**src/rtl/rr_arbiter8_pkg.sv**
```systemverilog
// Shared encodings and sizing for the 8-way round-robin arbiter.
package rr_arbiter8_pkg;

    localparam int N_REQ = 8;
    localparam int IDX_W = 3;
    localparam int CNT_W = 8;

    typedef enum logic {
        ST_IDLE  = 1'b0,
        ST_GRANT = 1'b1
    } state_t;

endpackage

```
**src/rtl/rr_arbiter8_decoder3.sv**
```systemverilog
// 3-to-8 one-hot decoder; a is the MSB of the select.
module rr_arbiter8_decoder3 (
    input  logic       a,
    input  logic       b,
    input  logic       c,
    output logic [7:0] x
);

    always_comb begin
        x = 8'b0000_0001 << {a, b, c};
    end

endmodule

```
**src/rtl/rr_arbiter8.sv**
```systemverilog
// Round-robin arbiter for 8 requesters with a per-grant hold limit.
module rr_arbiter8
    import rr_arbiter8_pkg::*;
#(
    parameter int MAX_HOLD = 8
) (
    input  logic       CLK,
    input  logic       RST_N,
    input  logic       EN,
    input  logic [7:0] REQ,
    output logic [7:0] GNT,
    output logic [2:0] GNT_IDX,
    output logic       GNT_VALID,
    output logic       TIMEOUT
);

    localparam logic [CNT_W-1:0] LIMIT = CNT_W'(MAX_HOLD - 1);
    localparam logic             HAS_LIMIT = (MAX_HOLD != 0);

    state_t             state, stateNxt;
    logic [IDX_W-1:0]   gntIdx, idxNxt;
    logic [IDX_W-1:0]   ptr, ptrNxt;
    logic [CNT_W-1:0]   cnt, cntNxt;
    logic               timeoutQ, timeoutNxt;
    logic [IDX_W:0]     win;
    logic               reqCur;
    logic               atLimit;
    logic               rel;
    logic [7:0]         decX;

    // Lowest k wins; k = N_REQ maps back onto ptr itself (lowest priority).
    function automatic logic [IDX_W:0] pick(
        input logic [N_REQ-1:0] req,
        input logic [IDX_W-1:0] p
    );
        logic [IDX_W:0]   res;
        logic [IDX_W-1:0] idx;
        res = '0;
        for (int k = N_REQ; k >= 1; k--) begin
            idx = p + IDX_W'(k);
            if (req[idx]) res = {1'b1, idx};
        end
        return res;
    endfunction

    always_ff @(posedge CLK or negedge RST_N) begin
        if (!RST_N) begin
            state    <= ST_IDLE;
            gntIdx   <= '0;
            ptr      <= 3'd7;
            cnt      <= '0;
            timeoutQ <= 1'b0;
        end else begin
            state    <= stateNxt;
            gntIdx   <= idxNxt;
            ptr      <= ptrNxt;
            cnt      <= cntNxt;
            timeoutQ <= timeoutNxt;
        end
    end

    always_comb begin
        stateNxt   = state;
        idxNxt     = gntIdx;
        ptrNxt     = ptr;
        cntNxt     = cnt;
        timeoutNxt = 1'b0;
        win        = pick(REQ, ptr);
        reqCur     = REQ[gntIdx];
        atLimit    = HAS_LIMIT && (cnt == LIMIT);
        rel        = !reqCur || atLimit;
        unique case (state)
            ST_IDLE: begin
                if (EN && win[IDX_W]) begin
                    stateNxt = ST_GRANT;
                    idxNxt   = win[IDX_W-1:0];
                    ptrNxt   = win[IDX_W-1:0];
                    cntNxt   = '0;
                end
            end
            ST_GRANT: begin
                if (!rel) begin
                    if (cnt != '1) cntNxt = cnt + 1'b1;
                end else begin
                    timeoutNxt = atLimit && reqCur;
                    cntNxt     = '0;
                    if (EN && win[IDX_W]) begin
                        idxNxt = win[IDX_W-1:0];
                        ptrNxt = win[IDX_W-1:0];
                    end else begin
                        stateNxt = ST_IDLE;
                    end
                end
            end
            default: stateNxt = ST_IDLE;
        endcase
    end

    rr_arbiter8_decoder3 uDec (
        .a (gntIdx[2]),
        .b (gntIdx[1]),
        .c (gntIdx[0]),
        .x (decX)
    );

    assign GNT_VALID = (state == ST_GRANT);
    assign GNT       = decX & {N_REQ{GNT_VALID}};
    assign GNT_IDX   = gntIdx;
    assign TIMEOUT   = timeoutQ;

endmodule

```
**config.mk**
```make
export PLATFORM = sky130hd
export DESIGN_NAME = rr_arbiter8
export DESIGN_NICKNAME = d
export VERILOG_FILES = /design/src/rtl/rr_arbiter8_pkg.sv /design/src/rtl/rr_arbiter8_decoder3.sv /design/src/rtl/rr_arbiter8.sv
export SDC_FILE = /design/constraint.sdc
export NUM_CORES = 1
export LEC_CHECK = 0
export BUFFER_PORTS_ARGS = -buffer_cell sky130_fd_sc_hd__buf_2
export CORE_MARGIN = 8
export CORE_UTILIZATION = 55
export DETAILED_ROUTE_END_ITERATION = 8
export PLACE_DENSITY = 0.76
export SYNTH_ARGS = -nofsm -noshare
export SYNTH_HDL_FRONTEND = slang
export SYNTH_SLANG_ARGS = --single-unit
```
**constraint.sdc**
```tcl
create_clock -name CLK -period 4.5 [get_ports CLK]
set_input_delay 0.45 -clock CLK [delete_from_list [all_inputs] [get_ports CLK]]
set_output_delay 0.45 -clock CLK [all_outputs]
set_load 0.005 [all_outputs]
```
# After elaboration in Yosys (flattened, before gate mapping)

Index checks and enable logic that the tools add are counted.

Output and inout port bits: 13
Input port bits: 11
Register bits after elaboration: 16
Logic and storage cells: 76

Eq/ne operators: 5
Bitwise gates (word level): 2
Multiplexer cells: 41
Reduce and logical (&&, ||, !) cells: 5
Add/subtract/negate cells: 8
Shift-type cells: 1
$lt $le $gt $ge: 9

Operators with widths:

| kind                  | number |
|---|---|
| $lt A3 B4 Y1 const B  | 9 |
| $mux W4               | 8 |
| $bmux W1 S3           | 9 |
| $mux W8               | 3 |
| $pmux W8 S2           | 1 |
| $mux W1               | 13 |
| $add A3 B3 Y3 const B | 4 |
| $mux W3               | 4 |
| $pmux W3 S2           | 2 |
| $add A8 B1 Y8 const B | 1 |
| $and A8 B8 Y8         | 1 |
| $eq A8 B3 Y1 const B  | 1 |
| $ne A8 B8 Y1 const B  | 1 |
| $shl A1 B3 Y8 const A | 1 |
| $add A3 B2 Y3 const B | 2 |
| $add A3 B1 Y3 const B | 1 |
| $ne A3 B1 Y1 const B  | 1 |
| $logic_and A1 B1 Y1   | 2 |
| $ne A2 B1 Y1 const B  | 1 |
| $ne A2 B2 Y1 const B  | 1 |
| $pmux W1 S2           | 1 |
| $reduce_and A2 Y1     | 1 |
| $logic_not A1 Y1      | 1 |
| $logic_or A1 B1 Y1    | 1 |
| $not A1 Y1            | 1 |

# Longest topological paths before layout

Gate-level depths: netlist of run 1.

Word-level depth: 14
Mapped depth: 12
Gate-level depth less buffers: 8

# By module

From an unflattened synthesis of run 1, not the netlist that was laid out.

Cells, all modules: 208
Area, all modules: 1895.6 um^2

Modules (own cells, without submodules):

| module               | instances | area each (um^2) | sequential area each (um^2) | cells an instance |
|---|---|---|---|---|
| rr_arbiter8          | 1         | 1830.5           | 404.1                       | 200 |
| rr_arbiter8_decoder3 | 1         | 65.1             | 0.0                         | 8 |

# Worst setup path before layout of run 1

No wires, ideal clock.

Path type: reg2reg
From: register ptr[1]
To: register gntIdx[1] (netlist: GNT_IDX[1])
Arrival time: 3.159 ns
Buffers on the path: 3
Clock period less this slack: 3.298 ns
Data required time: 4.361 ns
Path slack: 1.202 ns
Cell stages (with the launch flop): 12
Library setup time: 0.139 ns
Cell sequence: dfstp_2 buf_4 clkbuf_1 inv_1 ha_1 buf_2 mux2_2 mux4_2 nand3b_1 a211oi_2 a2111oi_2 nor3_1

Word-level cells in the longest chain between the ends: 14
Elaborated cells between the ends (all ways): 35
Classes of those cells: add/sub: 7; mux: 27; reduce/logical: 1

Ends and longest elaborated chain:

| item                                                            | line                                 | RTL |
|---|---|---|
| from (decl)                                                     | rr_arbiter8.sv:22                    | `logic [IDX_W-1:0] ptr, ptrNxt;` |
| from (signal assigned)                                          | rr_arbiter8.sv:56                    | `ptr <= ptrNxt;` |
| $add A3 B3 Y3 / $bmux W1 S3 (equally long branches)             | rr_arbiter8.sv:40, rr_arbiter8.sv:41 |  |
| $bmux W1 S3 / $mux W1 (equally long branches)                   | rr_arbiter8.sv:41                    | `if (req[idx]) res = {1'b1, idx};` |
| $mux W1 (not written as such) / $mux W4 (equally long branches) | rr_arbiter8.sv:41                    |  |
| $mux W4 (6 in series)                                           | rr_arbiter8.sv:41                    |  |
| $mux W4 (*)                                                     | rr_arbiter8.sv:41                    |  |
| $logic_and A1 B1 Y1                                             | rr_arbiter8.sv:74, rr_arbiter8.sv:87 |  |
| $mux W3 (*)                                                     | rr_arbiter8.sv:74, rr_arbiter8.sv:87 |  |
| $mux W3                                                         | rr_arbiter8.sv:82                    | `if (!rel) begin` |
| $pmux W3 S2 (*)                                                 | rr_arbiter8.sv:72                    | `unique case (state)` |
| to (signal assigned)                                            | rr_arbiter8.sv:55                    | `gntIdx <= idxNxt;` |
| to (decl)                                                       | rr_arbiter8.sv:21                    | `logic [IDX_W-1:0] gntIdx, idxNxt;` |

Mark *: on every way between the ends. The rest lies on a longest branch, timed or not. The select of a mux whose other input is x is not followed.
A chain may end at the register's enable or synchronous reset.

# Worst setup path in the final report of run 1

From: register ptr[0]
To: register cnt[3]

Word-level cells in the longest chain between the ends: 13
Elaborated cells between the ends (all ways): 34
Classes of those cells: add/sub: 7; eq/ne: 1; mux: 24; reduce/logical: 2

Ends and longest elaborated chain:

| item                                                            | line                                 | RTL |
|---|---|---|
| $add A3 B3 Y3 / $bmux W1 S3 (equally long branches)             | rr_arbiter8.sv:40, rr_arbiter8.sv:41 |  |
| $bmux W1 S3 / $mux W1 (equally long branches)                   | rr_arbiter8.sv:41                    |  |
| $mux W1 (not written as such) / $mux W4 (equally long branches) | rr_arbiter8.sv:41                    |  |
| $mux W4 (6 in series)                                           | rr_arbiter8.sv:41                    |  |
| $mux W4 (*)                                                     | rr_arbiter8.sv:41                    |  |
| $logic_and A1 B1 Y1 (*)                                         | rr_arbiter8.sv:74                    | `if (EN && win[IDX_W]) begin` |
| $ne A2 B2 Y1 (no source line) (*)                               | n/a                                  |  |
| $reduce_and A2 Y1 (no source line) (*)                          | n/a                                  |  |
| to (signal assigned)                                            | rr_arbiter8.sv:57                    | `cnt <= cntNxt;` |
| to (decl)                                                       | rr_arbiter8.sv:23                    | `logic [CNT_W-1:0] cnt, cntNxt;` |

Marked as above.

==> flow_metrics.env, run 1 <==
export IMPL_status="finished, final reports clean"
export IMPL_power_share_switching_pct=51.3
export IMPL_fmax_mhz=258
export IMPL_cts_setup_buffers=0
export IMPL_drc=0
export IMPL_r2r_end="cnt[3]"
export IMPL_worst_slack_ns=0.630
export IMPL_cts_num_sinks=16
export IMPL_clkPwrFrac_pct=4.9
export IMPL_synthTopCellsByArea="dfrtp_1, mux4_2, mux4_1"
export IMPL_ir_worst_vdd_v=0.000412
export IMPL_slowest_delay_ns=0.79
export IMPL_arrival_ns=4.06
export IMPL_vias=1703
export IMPL_crit_family="compound AO/OA/AOI/OAI gates"
export IMPL_place_hpwl_um=3420
export IMPL_die_w_um=74.7
export IMPL_hold_class="input pin to async pin"
export IMPL_clk_latency_ns=0.29
export IMPL_routed_wl_um=4650
export IMPL_power_internal_uw=775
export IMPL_nFillCells=301
export IMPL_grt_pass1_wl_um=7690
export IMPL_synthTopCellsByCount="nand2_1, nor2_1, dfrtp_1"
export IMPL_synth_area_sq_mm=0.00190
export IMPL_grt_overflow_total=0
export IMPL_yosysTopAreaCell="dfrtp_1"
export IMPL_syn_area_per_cell_sq_um=9.38
export IMPL_cts_buffers=3
export IMPL_crit_fanout=18
export IMPL_synth_fp_nets=216
export IMPL_fin_skew_ns=0.00425
export IMPL_htree_levels=1
export IMPL_ff2ff_setup_slack_ns=0.63
export IMPL_fin_crit_ns=3.87
export IMPL_p_comb_share_pct=74.2
export IMPL_crit_chain="clkinv_1, ha_1, mux4_2, nor4_4, a31oi_4, o32ai_2, nor3_1, o21a_1"
export IMPL_coreArea_sq_mm=0.00334
export IMPL_grt_pass1_vias=1587
export IMPL_std_cell_rows=21
export IMPL_leakage_nw=0.809
export IMPL_path_clk_slew_ns=0.09
export IMPL_worst_pin_slew_ns=0.829
export IMPL_initial_utilization_pct=56.8
export IMPL_antenna_left=0
export IMPL_synth_edf_count=0
export IMPL_die_area_sq_mm=0.00558
export IMPL_drive_gt1_share_pct=27.6
export IMPL_via_per_inst=6.48
export IMPL_n_antenna_cell=0
export IMPL_holdWs_ns=0.0464
export IMPL_synth_main_ff_cell="dfrtp_1"
export IMPL_rsz0062_at_grt="false"
export IMPL_layoutNonFillerInstCount=263
export IMPL_clock_path_buffers=2
export IMPL_crit_path_start_kind="flop"
export IMPL_crit_buf_inv=1
export IMPL_required_ns=4.69
export IMPL_drtPass1Iterations=4
export IMPL_dp_cells=259
export IMPL_syn_to_final_growth_pct=6.34
export IMPL_timing_setup_tns_ns=0
export IMPL_ys_seq_elements=16
export IMPL_post_cts_resized=0
export IMPL_power_mw=1.59
export IMPL_dp_worst_setup_slack_ns=0.694
export IMPL_track_usage_pct=17.6
export IMPL_seq_area_frac_synth_pct=21.3
export IMPL_die_h_um=74.7
export IMPL_r2r_start="ptr[0]"
export IMPL_ys_types=57
export IMPL_r2r_cells=8
export IMPL_yosysMostFrequentCell="nand2_1"
export IMPL_synth_async_reset_ratio_pct=100
export IMPL_maxSlewViolCount=0
export IMPL_io_pins=24
export IMPL_ys_warn_count=0
export IMPL_finalCoreUtilization_pct=60.4
export IMPL_period_share_pct=86.0
export IMPL_grt_max_degree=20
export IMPL_relSlewSlack_pct=44.8
export IMPL_sequentialPowerShare_pct=20.9
export IMPL_hold_viol=0
export IMPL_slowest_stage="dfstp_2"
export IMPL_criticalPathCategory="flop to flop"
export IMPL_wire_per_inst_um=17.7
export IMPL_fin_area_sq_mm=0.00202
export IMPL_drv_max_cap_violation_count=0
export IMPL_synthCells=202
export IMPL_synth_top_area_share_pct=17.2
export IMPL_antenna_found_initial=0
export IMPL_place_area_sq_mm=0.00199
export IMPL_p_sw_uw=817
export IMPL_holdBufCountCts=0
export IMPL_numPortBuffers=23
export IMPL_drt_iter0_markers=187
export IMPL_setup_viol=0
export IMPL_endpoint_kind="flop"
export IMPL_p_per_area_mw_per_mm2=790
export IMPL_nets=232
export IMPL_globalplace_congestion=0.919
export IMPL_cts_tree="built"
export IMPL_cts_root_buffer="clkbuf_4"
power groups by stage:
stage | combinational, mW | sequential (mW) | clock [mW]
after CTS | 1.17 | 0.331 | 0.0811
after floorplan | 1.03 | 0.235 | 0
after global placement | 1.15 | 0.327 | 0
after global routing | 1.28 | 0.345 | 0.0833
after detailed placement | 1.16 | 0.333 | 0
final | 1.18 | 0.333 | 0.0783
per-layer routing:
layer	vias up	global-route usage, %	routed length [um]
met5	-	0	0
met4	0	6.74	55
met3	7	1.60	267
met2	63	26.9	2140
met1	819	24.8	2180
li1	814	-	-
worst max-delay path by stage:
stage,depth (start not counted),endpoint,from,slack [ns]
CTS,8,cnt[3],ptr[0],0.67
finish,8,cnt[3],ptr[0],0.63
detailed placement,8,cnt[3],ptr[0],0.69
global placement,8,cnt[3],ptr[0],0.77
floorplan,11,GNT_IDX[1],ptr[1],1.20
global route,7,cnt[0],ptr[0],0.36
placed cells by master (no fill, tap or decap), types with 6 or more instances in the layout:
master and count:
buf_2 23, o22ai_1 6, inv_1 7, nor3_1 6
nand2_1 20, mux2_2 10, o21ai_0 8, mux2i_1 6
nor2_1 16, dfrtp_1 13, a21oi_1 7, mux4_2 8
cell type report:
cell class	count	area, sq um	share of cell area (%)
Multi-Input combinational cell	165	1380	68.2
Tap cell	46	57.6	2.86
Inverter	8	30.0	1.49
Timing Repair Buffer	24	123	6.08
Clock buffer	4	26.3	1.30
Sequential cell	16	404	20.0
kinds of logic (layout without fill, tap and decap cells):
| group | Yosys count | count (layout) | synth area share, % |
|---|---|---|---|
| fa+ha+maj | 3 | 3 | 1.98 |
| mux | 29 | 29 | 25.5 |
| compound gates | 55 | 55 | 22.6 |
| simple gates | 75 | 75 | 21.0 |
| buf+inv | 21 | 36 | 6.14 |
| xor+xnor | 3 | 3 | 1.39 |
| flops | 16 | 16 | 21.3 |
registers in the layout, indices dropped and copies added (netlist names):
register and cells:
cnt 8, GNT_IDX 3, ptr 3, GNT_VALID 1, TIMEOUT 1
Power figures use the tool's default switching activity.
==> run 2, diff against run 1 <==
- REMOVE_ABC_BUFFERS: unset -> 1
==> run 2 against run 1 <==
Compared with the run above: register-to-register slack improved by 0.23 ns; combinational power barely moved; flip-flop and latch count did not move; sequential power fell by 9.0%; clock power rose by 6.6%; critical endpoint unchanged; largest power group unchanged; highest routed layer unchanged.
==> flow_metrics.env, run 2 (same netlist as run 1, synthesis figures left out) <==
export IMPL_fmax_mhz=275
export IMPL_relSlewSlack_pct=46.3
export IMPL_clk_latency_ns=0.29
export IMPL_cts_root_buffer="clkbuf_4"
export IMPL_post_cts_resized=0
export IMPL_grt_overflow_total=0
export IMPL_place_hpwl_um=3530
export IMPL_period_share_pct=80.9
export IMPL_grt_max_degree=20
export IMPL_die_w_um=74.7
export IMPL_dp_cells=259
export IMPL_die_h_um=74.7
export IMPL_regMostFlops="cnt"
export IMPL_criticalPathCategory="flop to flop"
export IMPL_std_cell_rows=21
export IMPL_cts_setup_buffers=0
export IMPL_final_cell_mix="buf_2, nand2_1, nor2_1, dfrtp_1, mux2_2"
export IMPL_worst_slack_ns=0.858
export IMPL_setup_viol=0
export IMPL_drc=0
export IMPL_hold_class="input pin to async pin"
export IMPL_largest_reg_flops=8
export IMPL_rsz0062_at_grt="false"
export IMPL_track_usage_pct=18.3
export IMPL_die_area_sq_mm=0.00558
export IMPL_ir_worst_vdd_v=0.000451
export IMPL_r2r_end="cnt[3]"
export IMPL_numPortBuffers=23
export IMPL_crit_start="ptr[1]"
export IMPL_grt_pass1_vias=1642
export IMPL_htree_levels=1
export IMPL_crit_fanout=17
export IMPL_via_per_inst=6.57
export IMPL_coreArea_sq_mm=0.00334
export IMPL_drive_gt1_share_pct=27.6
export IMPL_drt_iter0_markers=185
export IMPL_crit_path_start_kind="flop"
export IMPL_grt_pass1_wl_um=8000
export IMPL_routed_wl_um=4760
export IMPL_required_ns=4.70
export IMPL_hold_viol=0
export IMPL_io_pins=24
export IMPL_n_antenna_cell=0
export IMPL_r2r_start="ptr[1]"
export IMPL_globalplace_congestion=0.937
export IMPL_maxSlewViolCount=0
export IMPL_leakage_nw=0.809
export IMPL_holdBufCountCts=0
export IMPL_fin_crit_ns=3.64
export IMPL_endpoint_kind="flop"
export IMPL_nets=232
export IMPL_antenna_found_initial=0
export IMPL_mostFrequentLayoutCell="buf_2"
export IMPL_cts_num_sinks=16
export IMPL_layoutNonFillerInstCount=263
export IMPL_nFillCells=301
export IMPL_dp_worst_setup_slack_ns=0.874
export IMPL_antenna_left=0
export IMPL_ff2ff_setup_slack_ns=0.86
export IMPL_fin_skew_ns=0.00949
export IMPL_path_clk_slew_ns=0.10
export IMPL_drv_max_cap_violation_count=0
export IMPL_vias=1729
export IMPL_r2r_cells=8
export IMPL_syn_to_final_growth_pct=6.34
export IMPL_drtPass1Iterations=4
export IMPL_timing_setup_tns_ns=0
export IMPL_worst_pin_slew_ns=0.806
export IMPL_clock_path_buffers=2
export IMPL_cts_tree="built"
export IMPL_status="finished, final reports clean"
export IMPL_p_per_area_mw_per_mm2=783
export IMPL_arrival_ns=3.84
export IMPL_wire_per_inst_um=18.1
export IMPL_cts_buffers=3
export IMPL_initial_utilization_pct=56.8
run 2: cell counts in the layout (fill, tap and decap cells not counted):
No cell type changed its count.
run 2: worst max-delay path by stage:
stage	slack, ns	end
5_1_grt	0.63	cnt[3]
4_1_cts	0.86	cnt[3]
6_report	0.86	cnt[3]
3_3_place_gp	0.98	cnt[3]
2_1_floorplan	1.10	cnt[3]
3_5_place_dp	0.87	cnt[3]
run 2: metal layers:
layer  global-route usage [%]  vias up  wire length [um]
li1                         -      813                 -
met1                     26.9      832              2300
met2                     27.1       80              2120
met3                     4.13        4               313
met4                     2.61        0                29
met5                        0        -                 0
run 2: area by class of cell:
type | instances | area [sq um] | share of cell area [%]
Tap cell | 46 | 57.6 | 2.86
Multi-Input combinational cell | 165 | 1380 | 68.2
Clock buffer | 4 | 26.3 | 1.30
Sequential cell | 16 | 404 | 20.0
Timing Repair Buffer | 24 | 123 | 6.08
Inverter | 8 | 30.0 | 1.49
run 2: critical path, cell delays in order, from the launching register on:
cell     delay [ns]
dfstp_2        0.74
inv_1          0.18
ha_1           0.63
mux4_2         0.68
nor4_4         0.33
a31oi_4        0.17
o32ai_2        0.49
nor3_1         0.12
o21a_1         0.20
run 2: power breakdown:
group | switching [mW] | total (mW) | internal, mW
combinational | 0.658 | 1.19 | 0.533
clock | 0.0490 | 0.0835 | 0.0345
sequential | 0.106 | 0.303 | 0.197
total | 0.813 | 1.58 | 0.764
run 2: per-stage QoR:
stage	hold slack [ns]	cell area, sq um	util, %	total power [mW]
after detailed placement	0.392	1990	59.6	1.48
after floorplan	0.154	1810	-	1.20
after global routing	0.0740	2020	60.4	1.72
after global placement	0.392	1990	59.6	1.46
final	0.0584	2020	60.4	1.58
after CTS	0.0641	2020	60.4	1.56
